`src/rtl/wb_arbiter2_if.sv`:
```
// rtl/wb_arbiter2_if.sv - pipelined Wishbone bus bundle with master/slave views
interface wb_arbiter2_if #(
   parameter int AW = 32,
   parameter int DW = 32
);
   logic          cyc;
   logic          stb;
   logic          we;
   logic [AW-1:0] adr;
   logic [DW-1:0] dat_w;
   logic [DW/8-1:0] sel;
   logic          stall;
   logic          ack;
   logic          err;
   logic [DW-1:0] dat_r;

   // the device that starts cycles
   modport master (
      output cyc, stb, we, adr, dat_w, sel,
      input  stall, ack, err, dat_r
   );

   // the device that answers cycles
   modport slave (
      input  cyc, stb, we, adr, dat_w, sel,
      output stall, ack, err, dat_r
   );
endinterface

```
`src/rtl/wb_arbiter2.sv`:
```
// rtl/wb_arbiter2.sv - two-master pipelined Wishbone arbiter (WB_ARB_FIXED_PRIO_EN selects fixed m0 priority)
module wb_arbiter2 #(
   parameter int AW      = 32,
   parameter int DW      = 32,
   parameter int MAX_OUT = 4
) (
   input  logic          clk,
   input  logic          rst,
   wb_arbiter2_if.slave  m0,
   wb_arbiter2_if.slave  m1,
   wb_arbiter2_if.master s
);
   localparam int CW = $clog2(MAX_OUT + 1);
   localparam logic [CW-1:0] CNT_MAX = CW'(MAX_OUT);

   typedef enum logic [1:0] {IDLE = 2'd0, G0 = 2'd1, G1 = 2'd2} state_t;

   state_t          r_state;
   state_t          w_next;
   logic [CW-1:0]   r_cnt;
   logic            w_full;
   logic            w_pending;
   logic            w_cyc;
   logic            w_stb;
   logic            w_we;
   logic [AW-1:0]   w_adr;
   logic [DW-1:0]   w_dat_w;
   logic [DW/8-1:0] w_sel;
   logic            w_accept;
   logic            w_resp;
`ifndef WB_ARB_FIXED_PRIO_EN
   logic            r_last;
`endif

   assign w_full    = (r_cnt == CNT_MAX);
   assign w_pending = (r_cnt != '0);

   // grant selection and combinational routing of the owner onto the shared bus
   always_comb begin
      w_next   = r_state;
      w_cyc    = 1'b0;
      w_stb    = 1'b0;
      w_we     = 1'b0;
      w_adr    = '0;
      w_dat_w  = '0;
      w_sel    = '0;
      m0.stall = 1'b1;
      m0.ack   = 1'b0;
      m0.err   = 1'b0;
      m1.stall = 1'b1;
      m1.ack   = 1'b0;
      m1.err   = 1'b0;
      case (r_state)
         IDLE: begin
            if (m0.cyc && m1.cyc) begin
`ifdef WB_ARB_FIXED_PRIO_EN
               w_next = G0;
`else
               w_next = r_last ? G0 : G1;
`endif
            end else if (m0.cyc) begin
               w_next = G0;
            end else if (m1.cyc) begin
               w_next = G1;
            end
         end
         G0: begin
            w_cyc    = m0.cyc;
            w_stb    = m0.stb & ~w_full;
            w_we     = m0.we;
            w_adr    = m0.adr;
            w_dat_w  = m0.dat_w;
            w_sel    = m0.sel;
            m0.stall = s.stall | w_full;
            // responses with nothing outstanding belong to an aborted burst
            m0.ack   = s.ack & w_pending;
            m0.err   = s.err & w_pending;
            if (!m0.cyc) w_next = IDLE;
         end
         G1: begin
            w_cyc    = m1.cyc;
            w_stb    = m1.stb & ~w_full;
            w_we     = m1.we;
            w_adr    = m1.adr;
            w_dat_w  = m1.dat_w;
            w_sel    = m1.sel;
            m1.stall = s.stall | w_full;
            m1.ack   = s.ack & w_pending;
            m1.err   = s.err & w_pending;
            if (!m1.cyc) w_next = IDLE;
         end
         default: w_next = IDLE;
      endcase
   end

   assign w_accept = w_stb & ~s.stall;
   assign w_resp   = (s.ack | s.err) & w_pending;

   assign s.cyc    = w_cyc;
   assign s.stb    = w_stb;
   assign s.we     = w_we;
   assign s.adr    = w_adr;
   assign s.dat_w  = w_dat_w;
   assign s.sel    = w_sel;
   assign m0.dat_r = s.dat_r;
   assign m1.dat_r = s.dat_r;

   // state register
   always_ff @(posedge clk) begin
      if (rst) r_state <= IDLE;
      else     r_state <= w_next;
   end

   // outstanding request count; any return to IDLE forgets in-flight responses
   always_ff @(posedge clk) begin
      if (rst)                     r_cnt <= '0;
      else if (w_next == IDLE)     r_cnt <= '0;
      else if (w_accept && !w_resp) r_cnt <= r_cnt + CW'(1);
      else if (!w_accept && w_resp) r_cnt <= r_cnt - CW'(1);
   end

`ifndef WB_ARB_FIXED_PRIO_EN
   // remember the most recent owner so a contested grant goes to the other one
   always_ff @(posedge clk) begin
      if (rst)                                  r_last <= 1'b1;
      else if (r_state == IDLE && w_next == G0) r_last <= 1'b0;
      else if (r_state == IDLE && w_next == G1) r_last <= 1'b1;
   end
`endif
endmodule

```
`src/flat_wrapper.sv`:
```
// flat-port wrapper written by rule: the top's interface ports become plain ports
module wb_arbiter2_flat 
#(
   parameter int AW      = 32,
   parameter int DW      = 32,
   parameter int MAX_OUT = 4
)
  (clk, rst, m0_cyc, m0_stb, m0_we, m0_adr, m0_dat_w, m0_sel, m0_stall, m0_ack, m0_err, m0_dat_r, m1_cyc, m1_stb, m1_we, m1_adr, m1_dat_w, m1_sel, m1_stall, m1_ack, m1_err, m1_dat_r, s_cyc, s_stb, s_we, s_adr, s_dat_w, s_sel, s_stall, s_ack, s_err, s_dat_r);
  wb_arbiter2_if #(.AW(AW), .DW(DW)) m0_i ();
  wb_arbiter2_if #(.AW(AW), .DW(DW)) m1_i ();
  wb_arbiter2_if #(.AW(AW), .DW(DW)) s_i ();
  input  logic clk;
  input  logic rst;
  input wire logic [$bits(m0_i.cyc)-1:0] m0_cyc;
  input wire logic [$bits(m0_i.stb)-1:0] m0_stb;
  input wire logic [$bits(m0_i.we)-1:0] m0_we;
  input wire logic [$bits(m0_i.adr)-1:0] m0_adr;
  input wire logic [$bits(m0_i.dat_w)-1:0] m0_dat_w;
  input wire logic [$bits(m0_i.sel)-1:0] m0_sel;
  output wire logic [$bits(m0_i.stall)-1:0] m0_stall;
  output wire logic [$bits(m0_i.ack)-1:0] m0_ack;
  output wire logic [$bits(m0_i.err)-1:0] m0_err;
  output wire logic [$bits(m0_i.dat_r)-1:0] m0_dat_r;
  input wire logic [$bits(m1_i.cyc)-1:0] m1_cyc;
  input wire logic [$bits(m1_i.stb)-1:0] m1_stb;
  input wire logic [$bits(m1_i.we)-1:0] m1_we;
  input wire logic [$bits(m1_i.adr)-1:0] m1_adr;
  input wire logic [$bits(m1_i.dat_w)-1:0] m1_dat_w;
  input wire logic [$bits(m1_i.sel)-1:0] m1_sel;
  output wire logic [$bits(m1_i.stall)-1:0] m1_stall;
  output wire logic [$bits(m1_i.ack)-1:0] m1_ack;
  output wire logic [$bits(m1_i.err)-1:0] m1_err;
  output wire logic [$bits(m1_i.dat_r)-1:0] m1_dat_r;
  output wire logic [$bits(s_i.cyc)-1:0] s_cyc;
  output wire logic [$bits(s_i.stb)-1:0] s_stb;
  output wire logic [$bits(s_i.we)-1:0] s_we;
  output wire logic [$bits(s_i.adr)-1:0] s_adr;
  output wire logic [$bits(s_i.dat_w)-1:0] s_dat_w;
  output wire logic [$bits(s_i.sel)-1:0] s_sel;
  input wire logic [$bits(s_i.stall)-1:0] s_stall;
  input wire logic [$bits(s_i.ack)-1:0] s_ack;
  input wire logic [$bits(s_i.err)-1:0] s_err;
  input wire logic [$bits(s_i.dat_r)-1:0] s_dat_r;
  assign m0_i.cyc = m0_cyc;
  assign m0_i.stb = m0_stb;
  assign m0_i.we = m0_we;
  assign m0_i.adr = m0_adr;
  assign m0_i.dat_w = m0_dat_w;
  assign m0_i.sel = m0_sel;
  assign m0_stall = m0_i.stall;
  assign m0_ack = m0_i.ack;
  assign m0_err = m0_i.err;
  assign m0_dat_r = m0_i.dat_r;
  assign m1_i.cyc = m1_cyc;
  assign m1_i.stb = m1_stb;
  assign m1_i.we = m1_we;
  assign m1_i.adr = m1_adr;
  assign m1_i.dat_w = m1_dat_w;
  assign m1_i.sel = m1_sel;
  assign m1_stall = m1_i.stall;
  assign m1_ack = m1_i.ack;
  assign m1_err = m1_i.err;
  assign m1_dat_r = m1_i.dat_r;
  assign s_cyc = s_i.cyc;
  assign s_stb = s_i.stb;
  assign s_we = s_i.we;
  assign s_adr = s_i.adr;
  assign s_dat_w = s_i.dat_w;
  assign s_sel = s_i.sel;
  assign s_i.stall = s_stall;
  assign s_i.ack = s_ack;
  assign s_i.err = s_err;
  assign s_i.dat_r = s_dat_r;
  wb_arbiter2 #(.AW(AW), .DW(DW), .MAX_OUT(MAX_OUT)) u_core (.clk(clk), .rst(rst), .m0(m0_i), .m1(m1_i), .s(s_i));
endmodule
```
`config.mk`:
```
export PLATFORM = sky130hd
export DESIGN_NAME = wb_arbiter2_flat
export DESIGN_NICKNAME = d
export VERILOG_FILES = /design/src/rtl/wb_arbiter2_if.sv /design/src/rtl/wb_arbiter2.sv /design/src/flat_wrapper.sv
export SDC_FILE = /design/constraint.sdc
export NUM_CORES = 1
export LEC_CHECK = 0
export BUFFER_PORTS_ARGS = -buffer_cell sky130_fd_sc_hd__buf_4
export CORE_AREA = 3 3 122 124
export DETAILED_ROUTE_END_ITERATION = 16
export DIE_AREA = 0 0 125 127
export GPL_TIMING_DRIVEN = 0
export PLACE_DENSITY_LB_ADDON = 0.2
export SLEW_MARGIN = 5
export SYNTH_ARGS = -nofsm -noshare
export SYNTH_HDL_FRONTEND = slang
export SYNTH_SLANG_ARGS = --single-unit
```
`constraint.sdc`:
```
create_clock -name clk -period 2.6 [get_ports clk]
set_input_delay 0.39 -clock clk [delete_from_list [all_inputs] [get_ports clk]]
set_output_delay 0.39 -clock clk [all_outputs]
set_load 0.005 [all_outputs]
```
Word level (Yosys, flattened, before mapping)
Index checks and enable logic that the tools add are counted.
Word-level totals
  register bits: 6
  latch bits: 0
  memory bits (writable): 0
  memory bits (read-only): 0
  output and inout bits: 141
  memories kept: 0
Cells by class
  add/sub/neg operators: 2
  multiply operators: 0
  div/mod/pow operators: 0
  order comparisons: 0
  equal/unequal tests: 5
  shift-type cells: 0
  mux-type cells: 23
  bitwise operators: 10
  reductions and logical operators: 13
Operator list (number)
  $pmux 32 s2: 2
  $mux 2: 6
  $mux 1: 8
  $pmux 4 s2: 1
  $and 1x1->1: 6
  $mux 3: 2
  $pmux 1 s2: 3
  $pmux 2 s3: 1
  $logic_and 1x1->1: 5
  $eq 2x1->1 const B: 2
  $eq 2x2->1 const B: 2
  $logic_not 2->1: 2
  $reduce_bool 2->1: 2
  $add 3x1->3 const B: 1
  $eq 3x3->1 const B: 1
  $reduce_bool 3->1: 1
  $sub 3x1->3 const B: 1
  $logic_not 1->1: 2
  $not 1->1: 2
  $or 1x1->1: 2
  $reduce_or 2->1: 1

Logic depth before layout (Yosys ltp)
  depth in word-level cells: 9
  gate-level depth with buffers: 13
  mapped depth without buffers: 12

Worst setup path before layout
Ideal clock, no wire load.
  path type: register -> register
  start point: reg u_core.r_state[0]
  end point: reg u_core.r_cnt[2]
  setup time: 120 ps
  arrival: 2179 ps
  data required time: 2480 ps
  slack: 302 ps
  stages on the path, launching flop included: 14
  path buffers: 1
  clock period less this slack: 2298 ps
  cell sequence: dfxtp_1 -> inv_1 -> ha_1 -> clkbuf_1 -> mux2_2 -> nand2_1 -> nor2b_1 -> ha_1 -> inv_1 -> fa_1 -> xor2_1 -> nor2_1 -> xnor2_1 -> a21oi_1
On the way
  cells in the longest elaborated chain, start to end: 6
RTL lines
  start: declaration: RTL line wb_arbiter2.sv:18  | state_t r_state;
  start signal: assignment: RTL line wb_arbiter2.sv:111  | else r_state <= w_next;
  $mux 2 (tied with other cells): RTL line wb_arbiter2.sv:63  | end else if (m1.cyc) begin
  $mux 2 or $pmux 1 s2 (tied branches): RTL line wb_arbiter2.sv:61, wb_arbiter2.sv:53
  $mux 2 or $and 1x1->1 (tied branches): RTL line wb_arbiter2.sv:55, wb_arbiter2.sv:96
  $pmux 2 s3 or $logic_not 1->1 (tied branches): RTL line wb_arbiter2.sv:53, wb_arbiter2.sv:119
  $logic_not 2->1 or $logic_and 1x1->1 (tied branches): RTL line wb_arbiter2.sv:117, wb_arbiter2.sv:119
  $reduce_or 2->1 (no source line) or $reduce_bool 2->1 (tied branches)
  end signal: assignment: RTL line wb_arbiter2.sv:118  | else if (w_accept && !w_resp) r_cnt <= r_cnt + CW'(1);
  end signal: assignment: RTL line wb_arbiter2.sv:119  | else if (!w_accept && w_resp) r_cnt <= r_cnt - CW'(1);
  end: declaration: RTL line wb_arbiter2.sv:20  | logic [CW-1:0] r_cnt;
Parallel ways exist; a longest one is shown, timed or not.
A chain may end at the register's enable or synchronous reset.

Worst setup path in the final report
  start point: reg u_core.r_state[1]
  end point: reg u_core.r_cnt[2]
Same word-level chain as after synthesis.

==> impl_metrics.json <==
{
  "end_kind": "flop",
  "coreArea_sq_um": 13900,
  "vias_per_cell": 4.15,
  "drive_above_1_share": 0.637,
  "dr.pass1.iters": 4,
  "ir_worst_vdd_v": 0.000252,
  "ys_ff_latch": 6,
  "nets": 764,
  "grt_pass1_vias": 3052,
  "total_power_mw": 1.29,
  "die_w_microns": 125,
  "wl_mm": 11.4,
  "routabilityCongestion": 0.814,
  "critPathKind": "reg -> reg",
  "num_rows": 43,
  "fin_ws_ns": 0.149,
  "insertion_delay_ns": 0.23,
  "maxCapViolations": 0,
  "status": "completed",
  "wl_per_cell_microns": 15.1,
  "h-tree-depth": 1,
  "rsz0062_at_grt": "true",
  "num_vias": 3134,
  "numCtsBuffers": 3,
  "ant_nets": 0,
  "post_cts_buffers": 0,
  "die_area_sq_um": 15900,
  "arrival_ns": 2.56,
  "cts_tree": "done",
  "clockRootBuffer": "clkbuf_16",
  "p_leak_nw": 2.23,
  "dpl-instance-area_sq_um": 4420,
  "cts.sinks": 6,
  "relSlewSlack": 0.690,
  "fillerInstances": 1503,
  "drtIter0Drc": 127,
  "min_period_ns": 2.45,
  "crit_fanout": 8,
  "dpl.hpwl_mm": 9.79,
  "synth-seq-area-share": 0.0590,
  "grt_pass1_wl_mm": 16.8,
  "fin_crit_sh": 0.943,
  "synthDistinctLibCells": 29,
  "grt_max_degree": 11,
  "n_antenna_cell": 0,
  "worst_pin_slew_ns": 0.466,
  "max_freq_ghz": 0.408,
  "post-place-ws_ns": -0.232,
  "hp-class": "in -> reg",
  "syn_area_sq_um": 2040,
  "synth_nets": 473,
  "grt_util_all_layers": 0.128,
  "syn_to_final_growth_pct": 121,
  "die_y_microns": 127,
  "finalSetupViolCount": 0,
  "powerDensity_nw_per_um2": 286,
  "overflow": 0,
  "cts.clk_slew.worst_paths_ns": 0.03,
  "hold_buffers": 0,
  "synth.avg_cell_area_sq_um": 7.09,
  "slew_viol_final": 0,
  "clock_skew_ns": 0.00112,
  "synthCells": 287,
  "fin_util": 0.324,
  "io_buffer_count": 287,
  "worst_ep_required_time_ns": 2.71,
  "synth_warnings": 0,
  "grt_antenna_before_repair": 0,
  "start_util": 0.147,
  "start_kind": "flop",
  "finalHoldViolCount": 0,
  "final_area_sq_um": 4500,
  "io_pins": 320,
  "drcViolationCount": 0,
  "cts_max_path_buffers": 2
}
## final cells by class
| type | instances | area, sq um | area share |
|---|---|---|---|
| inverters | 8 | 30.0 | 0.00667 |
| flip-flops and latches | 6 | 120 | 0.0267 |
| multi-input cells | 186 | 1320 | 0.294 |
| clock buffers | 3 | 75.1 | 0.0167 |
| repair buffers | 287 | 2150 | 0.479 |
| plain buffers | 86 | 573 | 0.127 |
| well taps | 180 | 225 | 0.0500 |
## stage by stage
step	instances	TNS (ns)	hold WS [ns]
floorplan	287	0	0.499
global placement	754	-0.240	0.523
detailed placement	754	-0.410	0.534
CTS	756	0	0.474
global route	756	-0.106	0.520
finish	756	0	0.481
## repair_timing
| item | CTS | global route |
|---|---|---|
| pin swaps | 0 | 0 |
| resized for setup | 4 | 11 |
| setup endpoints to repair | 66 | 21 |
## power by group
group	total, mW	switching, mW	internal, mW
Clock	0.250	0.0528	0.198
Sequential	0.120	0.0149	0.105
Combinational	0.915	0.383	0.533
## state kept, by name, summed over array words and instances, names as in the netlist
signal          cells
u_core.r_last       1
u_core.r_state      2
u_core.r_cnt        3
## routing by layer
metal | vias to the layer above | GRT usage | wire (microns)
met4 | 0 | 0.0147 | 84
met1 | 1447 | 0.146 | 4110
li1 | 1522 | - | -
met3 | 6 | 0.0247 | 854
met5 | - | 0 | 0
met2 | 159 | 0.251 | 6350
## cells in the mapped netlist
| cell type | instances | area (sq um) |
|---|---|---|
| mux2_2 | 1 | 11.3 |
| mux2i_1 | 1 | 10.0 |
| and2_1 | 1 | 6.26 |
| and3_1 | 4 | 25.0 |
| a221oi_2 | 1 | 15.0 |
| a22oi_1 | 70 | 526 |
| nor2b_1 | 71 | 444 |
| ha_1 | 6 | 75.1 |
| a22o_1 | 1 | 8.76 |
| xor2_1 | 2 | 17.5 |
| fa_1 | 1 | 20.0 |
| nor2_1 | 2 | 7.51 |
| or3_1 | 2 | 12.5 |
| inv_1 | 8 | 30.0 |
| and3b_1 | 1 | 8.76 |
| nand2_1 | 6 | 22.5 |
| buf_4 | 64 | 480 |
| o31ai_2 | 1 | 12.5 |
| clkbuf_1 | 23 | 86.3 |
| a211o_1 | 1 | 8.76 |
| nand3b_1 | 1 | 7.51 |
| a211oi_1 | 1 | 7.51 |
| a21oi_1 | 6 | 30.0 |
| dfxtp_1 | 6 | 120 |
| a21boi_0 | 1 | 7.51 |
| o21ai_0 | 2 | 10.0 |
| xnor2_1 | 1 | 8.76 |
| or2b_1 | 1 | 7.51 |
| o2bb2ai_1 | 1 | 8.76 |
## cells in the final DEF (no fill, tap or decap), types with 2 or more instances in the layout
master	count
ha_1	4
buf_4	351
xor2_1	2
nand2_1	6
clkbuf_1	14
ha_2	2
dfxtp_1	6
or3_1	2
inv_1	8
a22oi_1	70
nor2_1	2
o21ai_0	2
a21oi_1	6
and3_1	4
nor2b_1	71
clkbuf_16	3
clkbuf_2	8
## final timing paths
kind	end	from	cells past startpoint	slack, ns
setup / recovery	u_core.r_cnt[2]	u_core.r_state[1]	11	0.15
hold / removal	u_core.r_last	rst	4	0.48
setup reg to reg	u_core.r_cnt[2]	u_core.r_state[1]	11	0.15
hold reg to reg	u_core.r_last	u_core.r_last	1	0.55
## worst max-delay path: stages, from the launching register on
cell     delay (ns)
dfxtp_1        0.43
inv_1          0.11
ha_2           0.49
nand2_1        0.11
nor2b_1        0.13
ha_1           0.20
inv_1          0.06
fa_1           0.37
xor2_1         0.15
nor2_1         0.11
xnor2_1        0.13
a21oi_1        0.06
## cell families (layout without fill, tap and decap cells)
kind of cell / Yosys count / in the layout / share of synthesized area
buffers and inverters: 95 / 384 / 0.293
AND/OR/NAND/NOR: 89 / 89 / 0.266
AO/OA/AOI/OAI: 85 / 85 / 0.312
adder cells (fa/ha/maj): 7 / 7 / 0.0467
XOR/XNOR: 3 / 3 / 0.0129
multiplexers: 2 / 2 / 0.0104
flip-flops: 6 / 6 / 0.0590
No activity file was read; power rests on OpenSTA's default activity.
